## src/rtl/envelope_bank.sv

```systemverilog
// Bank of ADSR envelope generators with a shared time-multiplexed update path.
// A tick every TICK_DIV clocks starts a sweep that services one voice per clock.
// Note events act immediately; a service that coincides with an event is dropped.
//
// state      | meaning
// -----------+--------------------------------------------------------------
// ST_IDLE    | silent, accumulator held at zero
// ST_ATTACK  | rising by attack_rate per tick toward full scale
// ST_DECAY   | falling by decay_rate per tick toward the sustain floor
// ST_SUSTAIN | tracking sustain_level every tick
// ST_RELEASE | falling by release_rate per tick toward zero
module envelope_bank #(
  parameter int VOICES     = 8,
  parameter int OUT_WIDTH  = 16,
  parameter int FRAC_WIDTH = 8,
  parameter int TICK_DIV   = 1042,
  parameter int LEGATO     = 1,
  localparam int ACC_WIDTH = OUT_WIDTH + FRAC_WIDTH
) (
  input  logic                          clock_50_000_000,
  input  logic                          reset_l,
  input  logic [VOICES-1:0]             note_on,
  input  logic [VOICES-1:0]             note_off,
  input  logic [ACC_WIDTH-1:0]          attack_rate,
  input  logic [ACC_WIDTH-1:0]          decay_rate,
  input  logic [ACC_WIDTH-1:0]          release_rate,
  input  logic [OUT_WIDTH-1:0]          sustain_level,
  output logic [VOICES*OUT_WIDTH-1:0]   envelope,
  output logic [VOICES-1:0]             envelope_end,
  output logic [VOICES-1:0]             active
);

  localparam int IDX_W = (VOICES > 1) ? $clog2(VOICES) : 1;
  localparam int CNT_W = $clog2(TICK_DIV);
  localparam logic [CNT_W-1:0] CNT_LAST = CNT_W'(TICK_DIV - 1);
  localparam logic [IDX_W-1:0] IDX_LAST = IDX_W'(VOICES - 1);
  localparam logic [ACC_WIDTH-1:0] ACC_ONES = '1;

  typedef enum logic [2:0] {
    ST_IDLE, ST_ATTACK, ST_DECAY, ST_SUSTAIN, ST_RELEASE
  } state_t;

  state_t               state_q  [VOICES];
  state_t               state_d  [VOICES];
  logic [ACC_WIDTH-1:0] acc_q    [VOICES];
  logic [ACC_WIDTH-1:0] acc_d    [VOICES];
  logic [OUT_WIDTH-1:0] env_q    [VOICES];
  logic [ACC_WIDTH:0]   att_sum  [VOICES];
  logic [ACC_WIDTH:0]   dec_diff [VOICES];
  logic [ACC_WIDTH:0]   rel_diff [VOICES];
  logic [VOICES-1:0]    svc_hit;
  logic [VOICES-1:0]    end_d;

  logic [CNT_W-1:0]     tick_cnt;
  logic                 sweep_on;
  logic [IDX_W-1:0]     svc_idx;
  logic [ACC_WIDTH-1:0] sus_floor;

  assign sus_floor = ACC_WIDTH'(sustain_level) << FRAC_WIDTH;

  // One guard bit on every update so overflow and underflow are visible.
  for (genvar g = 0; g < VOICES; g++) begin : g_voice
    assign att_sum[g]  = {1'b0, acc_q[g]} + {1'b0, attack_rate};
    assign dec_diff[g] = {1'b0, acc_q[g]} - {1'b0, decay_rate};
    assign rel_diff[g] = {1'b0, acc_q[g]} - {1'b0, release_rate};
    assign envelope[g*OUT_WIDTH +: OUT_WIDTH] = env_q[g];
    assign active[g] = (state_q[g] != ST_IDLE);
  end

  // Tick divider and sweep pointer: the tick edge arms the sweep, voice v is served v+1 clocks later.
  always_ff @(posedge clock_50_000_000 or negedge reset_l) begin
    if (!reset_l) begin
      tick_cnt <= '0;
      sweep_on <= 1'b0;
      svc_idx  <= '0;
    end else begin
      if (tick_cnt == CNT_LAST) tick_cnt <= '0;
      else                      tick_cnt <= tick_cnt + CNT_W'(1);
      if (tick_cnt == CNT_LAST) begin
        sweep_on <= 1'b1;
        svc_idx  <= '0;
      end else if (sweep_on) begin
        if (svc_idx == IDX_LAST) sweep_on <= 1'b0;
        else                     svc_idx  <= svc_idx + IDX_W'(1);
      end
    end
  end

  // Per-voice next state: events first, otherwise the scheduled service.
  always_comb begin
    for (int v = 0; v < VOICES; v++) begin
      state_d[v] = state_q[v];
      acc_d[v]   = acc_q[v];
      svc_hit[v] = 1'b0;
      end_d[v]   = 1'b0;
      if (note_on[v]) begin
        state_d[v] = ST_ATTACK;
        if (LEGATO == 0) acc_d[v] = '0;
      end else if (note_off[v] && (state_q[v] == ST_ATTACK || state_q[v] == ST_DECAY ||
                                   state_q[v] == ST_SUSTAIN)) begin
        state_d[v] = ST_RELEASE;
      end else if (sweep_on && (svc_idx == IDX_W'(v))) begin
        svc_hit[v] = 1'b1;
        case (state_q[v])
          ST_ATTACK: begin
            if ((attack_rate == '0) || (att_sum[v] >= {1'b0, ACC_ONES})) begin
              acc_d[v]   = ACC_ONES;
              state_d[v] = ST_DECAY;
            end else begin
              acc_d[v] = att_sum[v][ACC_WIDTH-1:0];
            end
          end
          ST_DECAY: begin
            if ((decay_rate == '0) || dec_diff[v][ACC_WIDTH] ||
                (dec_diff[v][ACC_WIDTH-1:0] <= sus_floor)) begin
              acc_d[v]   = sus_floor;
              state_d[v] = ST_SUSTAIN;
            end else begin
              acc_d[v] = dec_diff[v][ACC_WIDTH-1:0];
            end
          end
          ST_SUSTAIN: acc_d[v] = sus_floor;
          ST_RELEASE: begin
            if ((release_rate == '0) || rel_diff[v][ACC_WIDTH] ||
                (rel_diff[v][ACC_WIDTH-1:0] == '0)) begin
              acc_d[v]   = '0;
              state_d[v] = ST_IDLE;
              end_d[v]   = 1'b1;
            end else begin
              acc_d[v] = rel_diff[v][ACC_WIDTH-1:0];
            end
          end
          default: acc_d[v] = '0;
        endcase
      end
    end
  end

  // Voice registers; the envelope slice only moves on a service edge.
  always_ff @(posedge clock_50_000_000 or negedge reset_l) begin
    if (!reset_l) begin
      for (int v = 0; v < VOICES; v++) begin
        state_q[v] <= ST_IDLE;
        acc_q[v]   <= '0;
        env_q[v]   <= '0;
      end
      envelope_end <= '0;
    end else begin
      for (int v = 0; v < VOICES; v++) begin
        state_q[v] <= state_d[v];
        acc_q[v]   <= acc_d[v];
        if (svc_hit[v]) env_q[v] <= acc_d[v][ACC_WIDTH-1:FRAC_WIDTH];
      end
      envelope_end <= end_d;
    end
  end

endmodule

```

## config.mk

```make
export PLATFORM = sky130hd
export DESIGN_NAME = envelope_bank
export DESIGN_NICKNAME = d
export VERILOG_FILES = /design/src/rtl/envelope_bank.sv
export SDC_FILE = /design/constraint.sdc
export NUM_CORES = 2
export LEC_CHECK = 0
export ABC_AREA = 1
export CAP_MARGIN = 15
export CELL_PAD_IN_SITES_DETAIL_PLACEMENT = 0
export CELL_PAD_IN_SITES_GLOBAL_PLACEMENT = 1
export CORE_UTILIZATION = 44
export DETAILED_ROUTE_END_ITERATION = 10
export GPL_ROUTABILITY_DRIVEN = 0
export GPL_TIMING_DRIVEN = 0
export HOLD_SLACK_MARGIN = 0.12
export PLACE_DENSITY_LB_ADDON = 0.1
export SLEW_MARGIN = 20
export SYNTH_ARGS = -nofsm -noshare
export SYNTH_HDL_FRONTEND = slang
export SYNTH_SLANG_ARGS = --single-unit
```

## constraint.sdc

```tcl
create_clock -name clock_50_000_000 -period 5.02 [get_ports clock_50_000_000]
set_clock_uncertainty 0.15 [all_clocks]
set_input_delay 0.502 -clock clock_50_000_000 [delete_from_list [all_inputs] [get_ports clock_50_000_000]]
set_output_delay 0.502 -clock clock_50_000_000 [all_outputs]
set_load 0.005 [all_outputs]
```

* Word level (Yosys, flattened, before mapping)
Index checks and enable logic that the tools add are counted.
** Storage, ports and cells
- Output and inout bits :: 144
- Word-level logic and storage cells :: 468
- Flip-flop bits (word level) :: 367
** Operators by class
- Muxes and demuxes :: 183
- Reduce and logical (&&, ||, !) cells :: 126
- Add/subtract/negate cells :: 26
- Order comparisons :: 16
- Equal/unequal tests :: 65
- Bitwise operators :: 16
** Operator list (count)
- $mux W24 :: 48
- $pmux W24 S4 :: 8
- $sub A24 B24 Y25 :: 16
- $logic_not A24 Y1 :: 11
- $add A24 B24 Y25 :: 8
- $ge A25 B24 Y1 const B :: 8
- $le A24 B24 Y1 :: 8
- $mux W3 :: 51
- $pmux W3 S3 :: 8
- $mux W1 :: 67
- $ne A4 B2 Y1 const B :: 16
- $logic_or A1 B1 Y1 :: 56
- $eq A3 B2 Y1 const B :: 18
- $reduce_bool A3 Y1 :: 16
- $reduce_and A5 Y1 :: 8
- $reduce_bool A5 Y1 :: 8
- $eq A3 B3 Y1 const B :: 12
- $ne A4 B4 Y1 const B :: 8
- $eq A3 B1 Y1 const B :: 9
- $reduce_and A3 Y1 :: 8
- $logic_and A1 B1 Y1 :: 16
- $not A1 Y1 :: 16
- $add A11 B1 Y11 const B :: 1
- $eq A11 B11 Y1 const B :: 1
- other kinds (6) :: 6

* Logic depth before layout (Yosys ltp)
- Depth after elaboration :: 8
- Mapped depth :: 35
- Depth with buffers taken out :: 34

* Least setup slack after synthesis
No wires, ideal clock.
- Path kind :: input to register
- From :: input decay_rate[0]
- To :: register acc_q[163] in the netlist's numbering
- Path buffers :: 2
- Path slack :: 0.794 ns
- Arrival :: 3.958 ns
- Data required time :: 4.751 ns
- Stages :: 30
- Setup time :: 0.119 ns
- Cells stage by stage :: ha_1 fa_1 inv_1 nand3_1 nand2_1 a21oi_2 o21ai_2 nand2_1 nand2_1 nand2_1 nand2_1 nand2_1 nand2_1 xor2_1 inv_1 ha_1 nand2_1 inv_1 nand3_1 nor3_1 nand2_1 a21oi_1 nand3_1 buf_4 buf_4 o21ai_0 nand2_1 nand3b_1 nand2_1 nand2_1
** RTL lines
- start, declared :: line 25 : input logic [ACC_WIDTH-1:0] decay_rate,
- end signal, assigned by index :: line 151 : acc_q[v] <= acc_d[v];
- end, declared :: line 45 : logic [ACC_WIDTH-1:0] acc_q [VOICES];

* Worst setup path in the final report
- From :: input decay_rate[1]
- To :: register env_q (netlist bit envelope[63])
** Between the ends
- Longest elaborated chain between the ends :: 8
- Elaborated cells on any way between the ends :: 10
- Classes of those cells :: 1 x add/sub; 1 x order compare; 5 x mux; 3 x reduce/logical
** Ends and longest elaborated chain
- $sub A24 B24 Y25 or $logic_not A24 Y1 (tied branches) :: line 64, 114
- $le A24 B24 Y1 or $logic_or A1 B1 Y1 (tied branches) :: line 115, 114
- $logic_or A1 B1 Y1 :: line 114 : if ((decay_rate == '0) || dec_diff[v][ACC_WIDTH] ||
- $mux W24 (*) :: line 114
- $pmux W24 S4 (*) :: line 104 : case (state_q[v])
- $mux W24 (*) :: line 102 : end else if (sweep_on && (svc_idx == IDX_W'(v))) begin
- $mux W24 (*) :: line 99 : end else if (note_off[v] && (state_q[v] == ST_ATTACK || state_q[v] == ST_DECAY ||
- $mux W24 (*) :: line 96 : if (note_on[v]) begin
- end signal, assigned by index :: line 152 : if (svc_hit[v]) env_q[v] <= acc_d[v][ACC_WIDTH-1:FRAC_WIDTH];
- end, declared :: line 47 : logic [OUT_WIDTH-1:0] env_q [VOICES];
Mark *: on every way between the ends. The rest lies on a longest branch, timed or not.
A chain may end at the register's enable or synchronous reset.

==> key figures <==
Die
  • Initial Utilization: 0.444
  • Ports: 250
  • Die height: 375 um
  • Total die area: 140,000 um2
  • Core area: 138,000 um2
  • Site row count: 136
  • Die Wd: 375 um

STA
  • Crit path time final: 4.90 ns
  • Unrepaired setup endpoints after global routing: true
  • Setup WS post-layout: 0.120 ns
  • Final setup viols: 0
  • Final Max Slew Viols: 0
  • Worst slew margin: 0.144
  • Worst-margin pin slew: 1.27 ns
  • Fin. Hold Viols: 0
  • Fmax: 0.204 GHz
  • Tcrit/Tclk final: 0.976
  • Setup TNS: 0 ns

Global routing
  • Largest net degree at the start of global routing: 85
  • Remaining Overflow, GRT: 0
  • Vias in the first global route: 67.5k
  • First-pass GRT wire length: 446 mm
  • Initial antenna violation count: 40
  • GRT Overall Usage: 0.435

Routing
  • Post-DR vias/cell: between 5 and 6
  • Final ANT Viol Nets: 0
  • DR DRC count: 0
  • Post-Route WL: 317 mm
  • DRT Pass-1 Iters: 6
  • DR WL/cell: roughly 25 um
  • Iteration-0 DRC count of the detailed router: 9,487
  • Vias: 75.2k

Status
  • Status: finished, final reports clean

Setup path
  • Slowest CP cell: inv_4
  • Reg-to-Reg Start: acc_q[144]
  • Worst setup EP type: flop
  • Reg2reg setup slack: about 0.15 ns
  • Critical Path Start Type: input port
  • Critical Path Fanout Max: 10
  • Max incr delay on CP: 0.33 ns
  • Data arrival time of the critical path: between 5 and 6 ns
  • Critical path class: input port to flop
  • Required @ worst endpoint: 5.42 ns
  • Most used cell, CP: nand2_1
  • FF-to-FF path depth: 32
  • Reg2reg end: acc_q[157]

Synthesis
  • Netlist cell types: 65
  • Register bit total from synthesis: approximately 370
  • Synth Instances: 10.6k
  • Ys async rst share: 1.00
  • Top_reg_cell synth: dfrtp_1
  • Post-Synth Simple-Gate Area: 0.413
  • Syn avg cell area: 5.76 um2
  • Post-Syn Area: 61,100 um2
  • Main combinational cell family by area after synthesis: simple AND/OR/NAND/NOR gates
  • Synth Area in Adders: 0.154
  • Xor-xnor portion of the synthesized cell area: 0.0390
  • Post-synthesis mux area share: 0
  • Synth warn: 0
  • Compound-Gate Fraction of Synth Area: 0.141
  • Sequential element share of the synthesized area: 0.150
  • Mapped Nets: roughly 11k
  • Post-synth EDFFs: 0

Finish
  • Final core utilization: 0.509
  • Most frequent cells in the layout: 3,544 x nand2_1, 1,435 x inv_1, 965 x nor2_1
  • Share of cells above drive strength 1: 0.0583
  • Final Net Count: 11.8k
  • Leading cell type in the layout, fill and taps excluded: nand2_1
  • Fillers: 14.6k
  • Layout area overhead: 14.7%
  • Register area: just over 9000 um2
  • Fin area: 70,100 um2
  • Multi-input logic area: ~46,000 um2

Place
  • PortBufs: between 200 and 250
  • Placement Cell Area: 67,300 um2
  • Dpl ws: -1.53 ns
  • Hpwl dp: ~250 mm

Job
  • Max-Cap Viols: 0

Clock network
  • Clk slew on worst S/H paths: roughly 0.060 ns
  • Clock Sinks: between 300 and 400
  • Clock Latency Late Sink: 0.70 ns
  • H-tree lvl count: 2
  • Root Driver: clkbuf_16
  • Max clock buf depth: 3
  • Num CTS Buffers: 49
  • CTS tree: built

Pwr
  • Leak: 39.6 nW
  • Maximum vdd drop: ~0.28 mV
  • Power per cell area: 187 nW/um2

Hold path
  • Hold/Removal Path Class: input port to async pin
registers in the layout, summed over array words and instances, names as in the netlist:
register      flops
sweep_on          1
state_q          24
tick_cnt         11
envelope        128
svc_idx           3
envelope_end      8
acc_q           192
layer usage:
metal / GRT usage / share of wire / vias to the layer above
li1: - / - / 35400
met1: 0.553 / 0.39 / 34400
met2: 0.621 / 0.40 / 4319
met3: 0.107 / 0.12 / 1067
met4: 0.351 / 0.094 / 26
met5: 0 / 0.00061 / -
stage by stage:
stage / hold slack [ns] / power [mW] / instances
finish: 0.192 / 13.1 / 12900
global route: 0.231 / 13.7 / 12800
CTS: 0.201 / 12.8 / 12800
detailed placement: 0.317 / 8.74 / 12700
global placement: 0.313 / 8.55 / 12600
floorplan: 0.0564 / 6.54 / 10600
logic make-up (layout without fill, tap and decap cells):
group | Yosys count | count (layout)
xor+xnor | 272 | 272
buf+inv | 1646 | 2075
simple gates | 5983 | 5983
fa+ha+maj | 736 | 736
other cells | 0 | 27
flops | 367 | 367
compound gates | 1603 | 1603
worst max-delay path by stage:
stage | start | to | depth (start not counted)
global placement | reset_l | acc_q[104] | 1
CTS | acc_q[168] | envelope[7] | 27
floorplan | decay_rate[0] | acc_q[163] | 30
global route | decay_rate[14] | acc_q[119] | 27
detailed placement | decay_rate[5] | envelope[6] | 23
finish | decay_rate[1] | envelope[63] | 30
cell usage after synthesis, drive strengths merged, types with 112 or more instances:
library cell,instances,area (um2)
nand2,3572,13500
o21ai,620,3140
ha,712,8910
dfrtp,367,9180
or2,112,701
nand3,738,3790
xor2,173,1520
inv,1489,5590
nor2,996,3760
a21oi,781,3940
nand4,256,1610
nor3,146,746
power by group:
part	internal [mW]	switching (mW)
Sequential	3.06	0.136
Combinational	1.75	4.13
Clock	2.33	1.72
repair_timing:
action,4_1_cts,5_1_grt
resized for setup,47,181
hold endpoints to repair,116,0
pin swaps,1,25
endpoints found under the setup margin,302,325
hold buffers,1,0
setup buffers,19,14
critical path, delay by kind of cell:
family,cells,cell delay (ns)
adder cells (fa/ha/maj),2,0.63
XOR/XNOR,1,0.14
AND/OR/NAND/NOR,19,2.52
buffers and inverters,6,1.26
AO/OA/AOI/OAI,2,0.21
layout make-up:
class                      count  area share
antenna                       27    0.000964
multi-input combinational   8594       0.658
buffer                       137     0.00958
sequential                   367       0.131
timing repair buffer         338      0.0598
clock inverter                31     0.00612
tap                         1794      0.0320
inverter                    1509      0.0833
clock buffer                  60      0.0191
Note: power is estimated with default switching activity, not from simulation.
